$ cat src/rtl/uart_pkg.sv
`default_nettype none
// ============================================================================
//  Module      : uart_pkg
//  Description : Shared constants and state types for the memory-mapped UART
//  Revision    : 1.0 - initial release
// ============================================================================
package uart_pkg;

  // Register addresses, compared against the full 32-bit MEM-stage address
  localparam logic [31:0] UART_TXD = 32'h4000_0018;
  localparam logic [31:0] UART_RXD = 32'h4000_001C;
  localparam logic [31:0] UART_CON = 32'h4000_0020;

  // CON register bit positions
  localparam int CON_TX_IRQ_EN = 0;
  localparam int CON_RX_IRQ_EN = 1;
  localparam int CON_TX_DONE   = 2;
  localparam int CON_RX_VALID  = 3;
  localparam int CON_TX_BUSY   = 4;
  localparam int CON_OVERRUN   = 5;
  localparam int CON_FRAME_ERR = 6;

  typedef enum logic [1:0] {
    TX_IDLE  = 2'd0,
    TX_START = 2'd1,
    TX_DATA  = 2'd2,
    TX_STOP  = 2'd3
  } tx_state_t;

  typedef enum logic [1:0] {
    RX_IDLE  = 2'd0,
    RX_START = 2'd1,
    RX_DATA  = 2'd2,
    RX_STOP  = 2'd3
  } rx_state_t;

endpackage
`default_nettype wire

$ cat src/rtl/uart_mmio_if.sv
`default_nettype none
// ============================================================================
//  Module      : uart_mmio_if
//  Description : MEM-stage bus bundle (strobes, address, data) for the UART
//  Revision    : 1.0 - initial release
// ============================================================================
interface uart_mmio_if;
  logic        mem_rd;
  logic        mem_wr;
  logic [31:0] addr;
  logic [31:0] wdata;
  logic [31:0] rdata;

  modport master (output mem_rd, output mem_wr, output addr, output wdata, input rdata);
  modport slave  (input mem_rd, input mem_wr, input addr, input wdata, output rdata);
endinterface
`default_nettype wire

$ cat src/rtl/uart_baud_tick.sv
`default_nettype none
// ============================================================================
//  Module      : uart_baud_tick
//  Description : Free-running divider producing a 1-cycle 16x oversample tick
//  Revision    : 1.0 - initial release
// ============================================================================
module uart_baud_tick #(
  parameter int DIV = 10
) (
  input  logic clk,
  input  logic reset,
  output logic tick
);
  localparam int CW = (DIV > 1) ? $clog2(DIV) : 1;
  localparam logic [CW-1:0] LAST = CW'(DIV - 1);

  logic [CW-1:0] cnt_q, cnt_d;

  // Count 0..DIV-1 and wrap
  always_comb begin
    cnt_d = (cnt_q == LAST) ? '0 : cnt_q + CW'(1);
  end

  // Divider register
  always_ff @(posedge clk or negedge reset) begin
    if (!reset) cnt_q <= '0;
    else        cnt_q <= cnt_d;
  end

  assign tick = (cnt_q == LAST);

endmodule
`default_nettype wire

$ cat src/rtl/uart_mmio.sv
`default_nettype none
// ============================================================================
//  Module      : uart_mmio
//  Description : Memory-mapped 8N1 UART (TXD/RXD/CON registers, rx/tx irqs)
//  Revision    : 1.0 - initial release
// ============================================================================
module uart_mmio
  import uart_pkg::*;
#(
  parameter int CLK_FREQ = 100000000,
  parameter int BAUD     = 9600
) (
  input  logic        clk,
  input  logic        reset,
  uart_mmio_if.slave  bus,
  input  logic        uart_rx,
  output logic        uart_tx,
  output logic        rx_irq,
  output logic        tx_irq
);
  localparam int DIV = CLK_FREQ / (BAUD * 16);

  generate
    if (DIV < 2) begin : g_div_check
      $error("uart_mmio: CLK_FREQ/(BAUD*16) must be at least 2");
    end
  endgenerate

  logic tick;
  uart_baud_tick #(.DIV(DIV)) u_tick (.clk(clk), .reset(reset), .tick(tick));

  // Address decode and access strobes
  logic sel_txd, sel_rxd, sel_con, wr_txd, wr_con, rd_rxd, rd_con;
  assign sel_txd = (bus.addr == UART_TXD);
  assign sel_rxd = (bus.addr == UART_RXD);
  assign sel_con = (bus.addr == UART_CON);
  assign wr_txd  = bus.mem_wr & sel_txd;
  assign wr_con  = bus.mem_wr & sel_con;
  assign rd_rxd  = bus.mem_rd & sel_rxd;
  assign rd_con  = bus.mem_rd & sel_con;

  logic wdata_unused;
  assign wdata_unused = ^bus.wdata[31:8];

  // Transmit state
  tx_state_t   tx_state_q, tx_state_d;
  logic [3:0]  tx_tcnt_q, tx_tcnt_d;
  logic [2:0]  tx_bit_q, tx_bit_d;
  logic [7:0]  txd_q, txd_d;
  logic        tx_busy_q, tx_busy_d, tx_done_q, tx_done_d, tx_line_q, tx_line_d;
  logic        tx_finish;

  // Receive state
  rx_state_t   rx_state_q, rx_state_d;
  logic [1:0]  rx_sync_q, rx_sync_d;
  logic [3:0]  rx_tcnt_q, rx_tcnt_d;
  logic [2:0]  rx_bit_q, rx_bit_d;
  logic [7:0]  rx_shift_q, rx_shift_d, rxd_q, rxd_d;
  logic        rx_valid_q, rx_valid_d, overrun_q, overrun_d, frame_err_q, frame_err_d;
  logic        rx_load, rx_ferr, rx_line;

  logic [1:0]  con_en_q, con_en_d;
  logic [6:0]  con_val;

  // TX FSM: accept a byte when idle, wait for a tick, then shift start/data/stop
  always_comb begin
    tx_state_d = tx_state_q;
    tx_tcnt_d  = tx_tcnt_q;
    tx_bit_d   = tx_bit_q;
    txd_d      = txd_q;
    tx_busy_d  = tx_busy_q;
    tx_finish  = 1'b0;
    tx_line_d  = 1'b1;
    case (tx_state_q)
      TX_IDLE: begin
        if (wr_txd && !tx_busy_q) begin
          txd_d     = bus.wdata[7:0];
          tx_busy_d = 1'b1;
        end else if (tx_busy_q && tick) begin
          tx_state_d = TX_START;
          tx_tcnt_d  = 4'd0;
        end
      end
      TX_START: if (tick) begin
        tx_tcnt_d = tx_tcnt_q + 4'd1;
        if (tx_tcnt_q == 4'd15) begin
          tx_state_d = TX_DATA;
          tx_bit_d   = 3'd0;
        end
      end
      TX_DATA: if (tick) begin
        tx_tcnt_d = tx_tcnt_q + 4'd1;
        if (tx_tcnt_q == 4'd15) begin
          if (tx_bit_q == 3'd7) tx_state_d = TX_STOP;
          else                  tx_bit_d   = tx_bit_q + 3'd1;
        end
      end
      TX_STOP: if (tick) begin
        tx_tcnt_d = tx_tcnt_q + 4'd1;
        if (tx_tcnt_q == 4'd15) begin
          tx_state_d = TX_IDLE;
          tx_busy_d  = 1'b0;
          tx_finish  = 1'b1;
        end
      end
      default: tx_state_d = TX_IDLE;
    endcase
    // Line level is registered from the next state so the pin never glitches
    case (tx_state_d)
      TX_START: tx_line_d = 1'b0;
      TX_DATA:  tx_line_d = txd_d[tx_bit_d];
      default:  tx_line_d = 1'b1;
    endcase
  end

  // RX FSM: detect start, sample mid-bit (tick 8) for data and stop
  always_comb begin
    rx_sync_d  = {rx_sync_q[0], uart_rx};
    rx_line    = rx_sync_q[1];
    rx_state_d = rx_state_q;
    rx_tcnt_d  = rx_tcnt_q;
    rx_bit_d   = rx_bit_q;
    rx_shift_d = rx_shift_q;
    rx_load    = 1'b0;
    rx_ferr    = 1'b0;
    case (rx_state_q)
      RX_IDLE: if (!rx_line) begin
        rx_state_d = RX_START;
        rx_tcnt_d  = 4'd0;
      end
      RX_START: if (tick) begin
        rx_tcnt_d = rx_tcnt_q + 4'd1;
        if (rx_tcnt_q == 4'd7 && rx_line) begin
          rx_state_d = RX_IDLE;
        end else if (rx_tcnt_q == 4'd15) begin
          rx_state_d = RX_DATA;
          rx_bit_d   = 3'd0;
        end
      end
      RX_DATA: if (tick) begin
        rx_tcnt_d = rx_tcnt_q + 4'd1;
        if (rx_tcnt_q == 4'd7) rx_shift_d = {rx_line, rx_shift_q[7:1]};
        if (rx_tcnt_q == 4'd15) begin
          if (rx_bit_q == 3'd7) rx_state_d = RX_STOP;
          else                  rx_bit_d   = rx_bit_q + 3'd1;
        end
      end
      RX_STOP: if (tick) begin
        rx_tcnt_d = rx_tcnt_q + 4'd1;
        if (rx_tcnt_q == 4'd7) begin
          rx_state_d = RX_IDLE;
          rx_load    = rx_line;
          rx_ferr    = !rx_line;
        end
      end
      default: rx_state_d = RX_IDLE;
    endcase
  end

  // Register file: sticky status bits, set beats a same-cycle read clear
  always_comb begin
    con_en_d    = wr_con ? bus.wdata[1:0] : con_en_q;
    tx_done_d   = tx_finish ? 1'b1 : (rd_con ? 1'b0 : tx_done_q);
    rxd_d       = rx_load ? rx_shift_q : rxd_q;
    rx_valid_d  = rx_load ? 1'b1 : (rd_rxd ? 1'b0 : rx_valid_q);
    overrun_d   = (rx_load && rx_valid_q) ? 1'b1 : (rd_con ? 1'b0 : overrun_q);
    frame_err_d = rx_ferr ? 1'b1 : (rd_con ? 1'b0 : frame_err_q);
  end

  // All state flops; async active-low reset leaves the line idle-high
  always_ff @(posedge clk or negedge reset) begin
    if (!reset) begin
      tx_state_q  <= TX_IDLE;
      tx_tcnt_q   <= 4'd0;
      tx_bit_q    <= 3'd0;
      txd_q       <= 8'd0;
      tx_busy_q   <= 1'b0;
      tx_done_q   <= 1'b0;
      tx_line_q   <= 1'b1;
      rx_state_q  <= RX_IDLE;
      rx_sync_q   <= 2'b11;
      rx_tcnt_q   <= 4'd0;
      rx_bit_q    <= 3'd0;
      rx_shift_q  <= 8'd0;
      rxd_q       <= 8'd0;
      rx_valid_q  <= 1'b0;
      overrun_q   <= 1'b0;
      frame_err_q <= 1'b0;
      con_en_q    <= 2'b00;
    end else begin
      tx_state_q  <= tx_state_d;
      tx_tcnt_q   <= tx_tcnt_d;
      tx_bit_q    <= tx_bit_d;
      txd_q       <= txd_d;
      tx_busy_q   <= tx_busy_d;
      tx_done_q   <= tx_done_d;
      tx_line_q   <= tx_line_d;
      rx_state_q  <= rx_state_d;
      rx_sync_q   <= rx_sync_d;
      rx_tcnt_q   <= rx_tcnt_d;
      rx_bit_q    <= rx_bit_d;
      rx_shift_q  <= rx_shift_d;
      rxd_q       <= rxd_d;
      rx_valid_q  <= rx_valid_d;
      overrun_q   <= overrun_d;
      frame_err_q <= frame_err_d;
      con_en_q    <= con_en_d;
    end
  end

  always_comb begin
    con_val                = 7'd0;
    con_val[CON_TX_IRQ_EN] = con_en_q[0];
    con_val[CON_RX_IRQ_EN] = con_en_q[1];
    con_val[CON_TX_DONE]   = tx_done_q;
    con_val[CON_RX_VALID]  = rx_valid_q;
    con_val[CON_TX_BUSY]   = tx_busy_q;
    con_val[CON_OVERRUN]   = overrun_q;
    con_val[CON_FRAME_ERR] = frame_err_q;
  end

  // Read mux: zero unless a read strobe hits a mapped address
  always_comb begin
    bus.rdata = 32'd0;
    if (bus.mem_rd) begin
      if (sel_txd)      bus.rdata = {24'd0, txd_q};
      else if (sel_rxd) bus.rdata = {24'd0, rxd_q};
      else if (sel_con) bus.rdata = {25'd0, con_val};
    end
  end

  assign uart_tx = tx_line_q;
  assign tx_irq  = con_en_q[0] & tx_done_q;
  assign rx_irq  = con_en_q[1] & rx_valid_q;

endmodule
`default_nettype wire

$ cat src/flat_wrapper.sv
// flat-port wrapper written by rule: the top's interface ports become plain ports
module uart_mmio_flat import uart_pkg::*;
#(
  parameter int CLK_FREQ = 100000000,
  parameter int BAUD     = 9600
)
  (clk, reset, uart_rx, uart_tx, rx_irq, tx_irq, bus_mem_rd, bus_mem_wr, bus_addr, bus_wdata, bus_rdata);
  uart_mmio_if bus_i ();
  input  logic clk;
  input  logic reset;
  input  logic uart_rx;
  output logic uart_tx;
  output logic rx_irq;
  output logic tx_irq;
  input wire logic [$bits(bus_i.mem_rd)-1:0] bus_mem_rd;
  input wire logic [$bits(bus_i.mem_wr)-1:0] bus_mem_wr;
  input wire logic [$bits(bus_i.addr)-1:0] bus_addr;
  input wire logic [$bits(bus_i.wdata)-1:0] bus_wdata;
  output wire logic [$bits(bus_i.rdata)-1:0] bus_rdata;
  assign bus_i.mem_rd = bus_mem_rd;
  assign bus_i.mem_wr = bus_mem_wr;
  assign bus_i.addr = bus_addr;
  assign bus_i.wdata = bus_wdata;
  assign bus_rdata = bus_i.rdata;
  uart_mmio #(.CLK_FREQ(CLK_FREQ), .BAUD(BAUD)) u_core (.clk(clk), .reset(reset), .bus(bus_i), .uart_rx(uart_rx), .uart_tx(uart_tx), .rx_irq(rx_irq), .tx_irq(tx_irq));
endmodule
$ cat config.mk
export PLATFORM = sky130hd
export DESIGN_NAME = uart_mmio_flat
export DESIGN_NICKNAME = d
export VERILOG_FILES = /design/src/rtl/uart_pkg.sv /design/src/rtl/uart_mmio_if.sv /design/src/rtl/uart_baud_tick.sv /design/src/rtl/uart_mmio.sv /design/src/flat_wrapper.sv
export SDC_FILE = /design/constraint.sdc
export NUM_CORES = 1
export LEC_CHECK = 0
export ABC_AREA = 1
export BUFFER_PORTS_ARGS = -buffer_cell sky130_fd_sc_hd__buf_4
export CAP_MARGIN = 20
export CORE_MARGIN = 4
export CORE_UTILIZATION = 25
export DETAILED_ROUTE_END_ITERATION = 8
export GPL_ROUTABILITY_DRIVEN = 1
export PLACE_DENSITY_LB_ADDON = 0.3
export SLEW_MARGIN = 10
export SYNTH_ARGS = -nofsm -noshare
export SYNTH_HDL_FRONTEND = slang
export SYNTH_SLANG_ARGS = --single-unit
$ cat constraint.sdc
create_clock -name clk -period 1.9 [get_ports clk]
set_clock_uncertainty 0.1 [all_clocks]
set_input_delay 0.285 -clock clk [delete_from_list [all_inputs] [get_ports clk]]
set_output_delay 0.285 -clock clk [all_outputs]
set_load 0.03 [all_outputs]
==> run metrics, run 1 <==
outcome complete, but fails checks; violated checks setup timing; part of the power in registers 39.6%; Highest Clock Rate 470 MHz; cell area after synthesis 0.00384 sq mm; initial detailed-routing violation count 113; count of final hold-check violations 0; CP Capture Type output port; depth of the worst register-to-register path 18; CP arrival 1.74 ns; setup ws final -0.229 ns; Gate power share 7.0%; later-pin clock latency in the skew report 0.33 ns; Layout Nets 683; number of enable-type register cells in the synthesized netlist 0; area delta synth->final 48.5%; hold-critical path depth 2; post-DP HPWL 7170 um; commonest non-fill, non-tap cell in the layout sky130_fd_sc_hd__nand2_1; worst reg2reg path startpoint u_core.u_tick.cnt_q[0]$_DFF_PN0_; Power per Cell Area 588 mW/mm^2; area used by sequential logic in the layout 0.00156 sq mm; final std cells w/o fill 790; worst-path maximum fanout 3; total wire length 9730 um; Routability Congestion 0.835; Core Util, Final 37.7%; Inserted Diodes 0; number of instances in the placed design 762; RSZ-0062 raised after global routing yes; P_int 2.64 mW; number of vias after detailed routing 3374; cell count after synthesis 475; die boundary height 132 um; maximum clock path buffer count 2; clock-pin slew reported for the worst setup and hold paths after clock tree synthesis 0.05 ns; deepest level of the CTS H-tree 3; share of final-layout standard cells stronger than drive strength 1 39.9%; overall power 3.35 mW; Synth Warn # 0; clock tree from TritonCTS built; Yosys cell types 46; Via-to-Cell Ratio 4.27; area of the core region 0.0151 sq mm; Worst Hold Launch bus_wdata[1]; number of clock buffers inserted by TritonCTS 9; sequential-to-total area share from yosys stat 40.5%; Crit Path Category in2out; net switching share of the total power 21.3%; async set-or-reset flop fraction in the synthesized netlist 100%; remaining number of nets flagged by the antenna check after routing 0; Net Switching 715 uW; count of filler cells inserted in the layout 1503; initial antenna violation count 0; residual DRC count 0; endpoint of the worst hold path u_core.con_en_q[1]$_DFFE_PN0P_; width of the die 132 um; Main synth FF type sky130_fd_sc_hd__dfrtp_1; Max rail drop VDD 0.545 mV; Avg WL per Cell 12.3 um; Worst Hold Class in2reg; CP startpoint kind input pin; Clock Power Share 53.4%; GRT Util Overall 10.9%; share of the clock period used by the worst path 112%; max-slew violation count 0; # clock sinks 62; reg2reg end u_core.uart_tx$_DFF_PN1_; post-placement worst setup slack -0.279 ns; count of port buffers added during placement 55; MaxCap Viol Count 0; IO Count 104; Root Buffer sky130_fd_sc_hd__clkbuf_16; vias in the first global route 3318; Total Die Area 0.0174 sq mm; global-route wire length before repair 15400 um; number of optimization iterations in the first detailed-route pass 5; worst hold slack across all endpoints 0.0922 ns; required time at the endpoint of the critical path 1.51 ns; setup slack on the worst flop-to-flop path -0.11 ns; Congestion Overflow GR 0; Seq cells post-synth 62; Rows 45; effective utilization at floorplan 25.4%; footprint of the multi-input gates 0.00227 sq mm; final critical path time including I/O delays and setup 2.13 ns; Static Leakage 2.86 nW; most used cells in the layout excluding fill and tap cells 90 x sky130_fd_sc_hd__nand2_1, 82 x sky130_fd_sc_hd__buf_4, 59 x sky130_fd_sc_hd__dfrtp_1; Setup Viol. Count Final 11; largest net degree at the start of global routing 29; syn_area_per_cell 8.09 sq um
## worst max path at each step
stage / slack [ns] / to / from
floorplan: -0.15 / bus_rdata[7] / bus_addr[7]
global placement: -0.26 / bus_rdata[7] / bus_addr[27]
detailed placement: -0.28 / bus_rdata[7] / bus_addr[17]
CTS: -0.21 / bus_rdata[6] / bus_addr[27]
global route: -0.31 / bus_rdata[3] / bus_addr[18]
finish: -0.23 / bus_rdata[7] / bus_addr[25]
## cells in the mapped netlist, drive strengths merged (5+ instances only)
master  instances  area share (%)
xor2            5             1.1
inv            65             6.4
o21ai          31             4.0
o211ai          8             1.6
nor3            7             1.5
nand3          20             3.7
nand2         125              13
ha             17             5.5
a21oi          12             1.8
dfrtp          59              38
buf            27             5.4
nand4          17             3.2
nor2           51             6.6
## cell type report
cell class                 instances  share of cell area (%)
inverter                          66                    4.52
sequential                        62                    27.3
clock buffer                      13                    4.56
timing repair buffer             119                    18.6
tap                              188                    4.12
multi-input combinational        339                    39.7
clock inverter                     3                    1.18
## stage by stage
| step | instance area, sq um | TNS (ns) |
|---|---|---|
| 5_1_grt | 5710 | -3.21 |
| 4_1_cts | 5350 | -1.58 |
| 3_3_place_gp | 4780 | -1.97 |
| 2_1_floorplan | 3940 | -0.169 |
| 6_report | 5710 | -1.42 |
| 3_5_place_dp | 4780 | -2.30 |
## layer usage
layer  GRT usage [%]  vias up  share of wire (%)
li1                -     1733                  -
met1            12.9     1583                 43
met2            19.2       45                 53
met3            2.67       13                2.8
met4            3.68        0                1.2
met5               0        -                  0
## power groups by stage
stage	Clock (mW)	Sequential (mW)	Combinational [mW]
after floorplan	0	1.35	0.132
after global placement	0	1.35	0.208
after detailed placement	0	1.35	0.211
after CTS	1.84	1.33	0.224
after global routing	1.89	1.33	0.255
final	1.79	1.33	0.236
## cell families after synthesis
group,synth area share (%)
compound gates,9.97
mux,0.879
xor+xnor,1.37
fa+ha+maj,5.54
buf+inv,12.3
other cells,0.0976
simple gates,29.4
flops,40.5
## sequential cells by signal, indices dropped and copies added, names as in the netlist, 3 cells and up, named ones only
name                 cells
u_core.u_tick.cnt_q     10
u_core.rx_shift_q        8
u_core.rxd_q             8
u_core.txd_q             8
u_core.rx_tcnt_q         4
u_core.tx_tcnt_q         4
u_core.rx_bit_q          3
u_core.tx_bit_q          3
## timing repair
item | 4_1_cts | 5_1_grt
pin swaps | 15 | 21
endpoints found under the setup margin | 15 | 40
buffers inserted | 7 | 3
hold buffers | 2 | 0
resized for setup | 44 | 89
cloned | 0 | 2
endpoints found under the hold margin | 26 | 0
## critical path, cell delays in order
cell and delay [ns]:
sky130_fd_sc_hd__buf_6 0.10, sky130_fd_sc_hd__nor2_4 0.09, sky130_fd_sc_hd__nand2_2 0.06, sky130_fd_sc_hd__nor2_2 0.11, sky130_fd_sc_hd__nand2_2 0.08, sky130_fd_sc_hd__nor3_4 0.22, sky130_fd_sc_hd__nand3_4 0.10, sky130_fd_sc_hd__or3b_1 0.40
sky130_fd_sc_hd__a21oi_4 0.15, sky130_fd_sc_hd__buf_6 0.14
Power figures use the tool's default switching activity.
==> run 2, diff against run 1 <==
CORE_UTILIZATION = 48   (was 25)
SETUP_SLACK_MARGIN = 0.02   (was default)
==> run 2 against run 1 <==
  * The run still ends with setup timing left
  * Critical path depth rose by 2
  * Worst setup slack got worse by 0.0059 ns
  * Die area fell by 45%
  * Sequential power barely moved
  * Clock power fell by 36%
  * Via count rose by 3.2%
  * Final cell count fell by 11%
  * Sequential share of layout area rose by 1.5 points
  * Sequential cell count did not move
  * Hold slack got worse by 0.0021 ns
  * Design area fell by 5.2%
  * Clock-buffer cell count fell by 1
  * Highest routed layer unchanged
==> run metrics, run 2 (synthesized netlist as in run 1, its figures left out) <==
count of port buffers added during placement 55; remaining number of nets flagged by the antenna check after routing 0; clock-pin slew reported for the worst setup and hold paths after clock tree synthesis 0.06 ns; most prevalent standard cell on the critical path sky130_fd_sc_hd__buf_6; Static Leakage 2.77 nW; max-slew violation count 0; required time at the endpoint of the critical path 1.51 ns; Via-to-Cell Ratio 4.95; number of optimization iterations in the first detailed-route pass 4; Crit Path Category in2out; worst-path maximum fanout 5; CP arrival 1.75 ns; GRT Util Overall 19.7%; area of the core region 0.00777 sq mm; RSZ-0062 raised after global routing yes; final critical path time including I/O delays and setup 2.14 ns; Design Area, Final 0.00541 sq mm; initial antenna violation count 0; cell family with the largest share of critical-path delay simple AND/OR/NAND/NOR gates; Power per Cell Area 498 mW/mm^2; total wire length 9890 um; Highest Clock Rate 468 MHz; overall power 2.70 mW; met3 wire length 436 um; maximum clock path buffer count 2; outcome complete, but fails checks; violated checks setup timing; count of final hold-check violations 0; number of clock buffers inserted by TritonCTS 9; residual DRC count 0; Inserted Diodes 0; deepest level of the CTS H-tree 3; cell with the biggest individual delay on the critical path sky130_fd_sc_hd__nor3_4; vias in the first global route 3439; share of the clock period used by the worst path 112%; IO Count 104; commonest non-fill, non-tap cell in the layout sky130_fd_sc_hd__nand2_1; global-route wire length before repair 15400 um; area delta synth->final 40.8%; Worst Hold Class in2reg; crit-path max cell delay 0.21 ns; Avg WL per Cell 14.1 um; Max rail drop VDD 0.657 mV; Congestion Overflow GR 0; die boundary height 97.5 um; highest signal layer in the routed design met4; total met2 wirelength after detailed routing 5400 um; share of final-layout standard cells stronger than drive strength 1 40.1%; width of the die 97.5 um; Reg with most FFs u_core.u_tick.cnt_q; Routability Congestion 0.856; number of vias after detailed routing 3483; CP startpoint kind input pin; CP Capture Type output port; Core Util, Final 69.7%; MaxCap Viol Count 0; Worst Path Buf+Inv 4; Rows 32; # clock sinks 62; worst hold slack across all endpoints 0.0901 ns; Layout Nets 682; initial detailed-routing violation count 151; most used cells in the layout excluding fill and tap cells 91 x sky130_fd_sc_hd__nand2_1, 80 x sky130_fd_sc_hd__buf_4, 59 x sky130_fd_sc_hd__dfrtp_1; later-pin clock latency in the skew report 0.34 ns; met1 wire length 3900 um; post-placement worst setup slack -0.252 ns; setup ws final -0.235 ns; Total Die Area 0.00950 sq mm; cell area reported after detailed placement 0.00461 sq mm; Setup Viol. Count Final 14; post-DP HPWL 6920 um; Root Buffer sky130_fd_sc_hd__clkbuf_8; clock tree from TritonCTS built; flip-flop count of the largest register, all copies and words added 10; worst path cell trace buf_6, nor2_4, nand2_1, nor2_1, nand2_2, nor3_4, buf_6, nand2_8, o221ai_2, o211ai_1, inv_2, buf_6; largest net degree at the start of global routing 31; effective utilization at floorplan 49.5%
-- run 2: timing repair --
action                                  in CTS  in global routing
endpoints found under the setup margin      23                 38
buffers inserted                             5                  9
resized for setup                           56                 81
hold buffers                                 2                  0
cloned                                       0                  2
endpoints found under the hold margin       27                  0
pin swaps                                   24                 16
-- run 2: layout make-up --
class,instances,area (sq um)
fillers,603,2360
repair buffers,118,1030
inverters,66,258
multi-input cells,339,2240
flip-flops and latches,62,1560
clock buffers,12,145
well taps,102,128
clock inverters,4,47.5
-- run 2: power breakdown --
group / internal, mW / total, mW / switching, mW / leakage [nW]
Sequential: 1.32 / 1.32 / 0.000820 / 0.821
Combinational: 0.0922 / 0.233 / 0.141 / 1.86
Clock: 0.638 / 1.14 / 0.501 / 0.0964
Total: 2.05 / 2.70 / 0.643 / 2.77
-- run 2: through the flow --
| step | setup TNS, ns | instances |
|---|---|---|
| finish | -1.87 | 703 |
| global route | -4.34 | 703 |
| CTS | -1.41 | 693 |
| detailed placement | -3.11 | 670 |
| global placement | -2.38 | 670 |
| floorplan | -0.169 | 498 |
-- run 2: final timing paths --
kind	to	from	cells after the start	slack [ns]
max in group asynchronous	u_core.rx_sync_q[1]$_DFF_PN1_	reset	3	0.79
min reg2reg	u_core.rx_sync_q[1]$_DFF_PN1_	u_core.rx_sync_q[0]$_DFF_PN1_	0	0.26
max reg2reg	flip-flop	u_core.u_tick.cnt_q[0]$_DFF_PN0_	13	-0.11
min	u_core.con_en_q[0]$_DFFE_PN0P_	bus_wdata[0]	2	0.09
min in group asynchronous	u_core.tx_busy_q$_DFFE_PN0P_	reset	2	0.33
max	bus_rdata[2]	bus_addr[24]	12	-0.24
-- run 2: metal layers --
metal,GRT usage [%],vias up
li1,-,1736
met1,23.6,1665
met2,35.1,69
met3,4.45,13
met4,6.28,0
met5,0,-
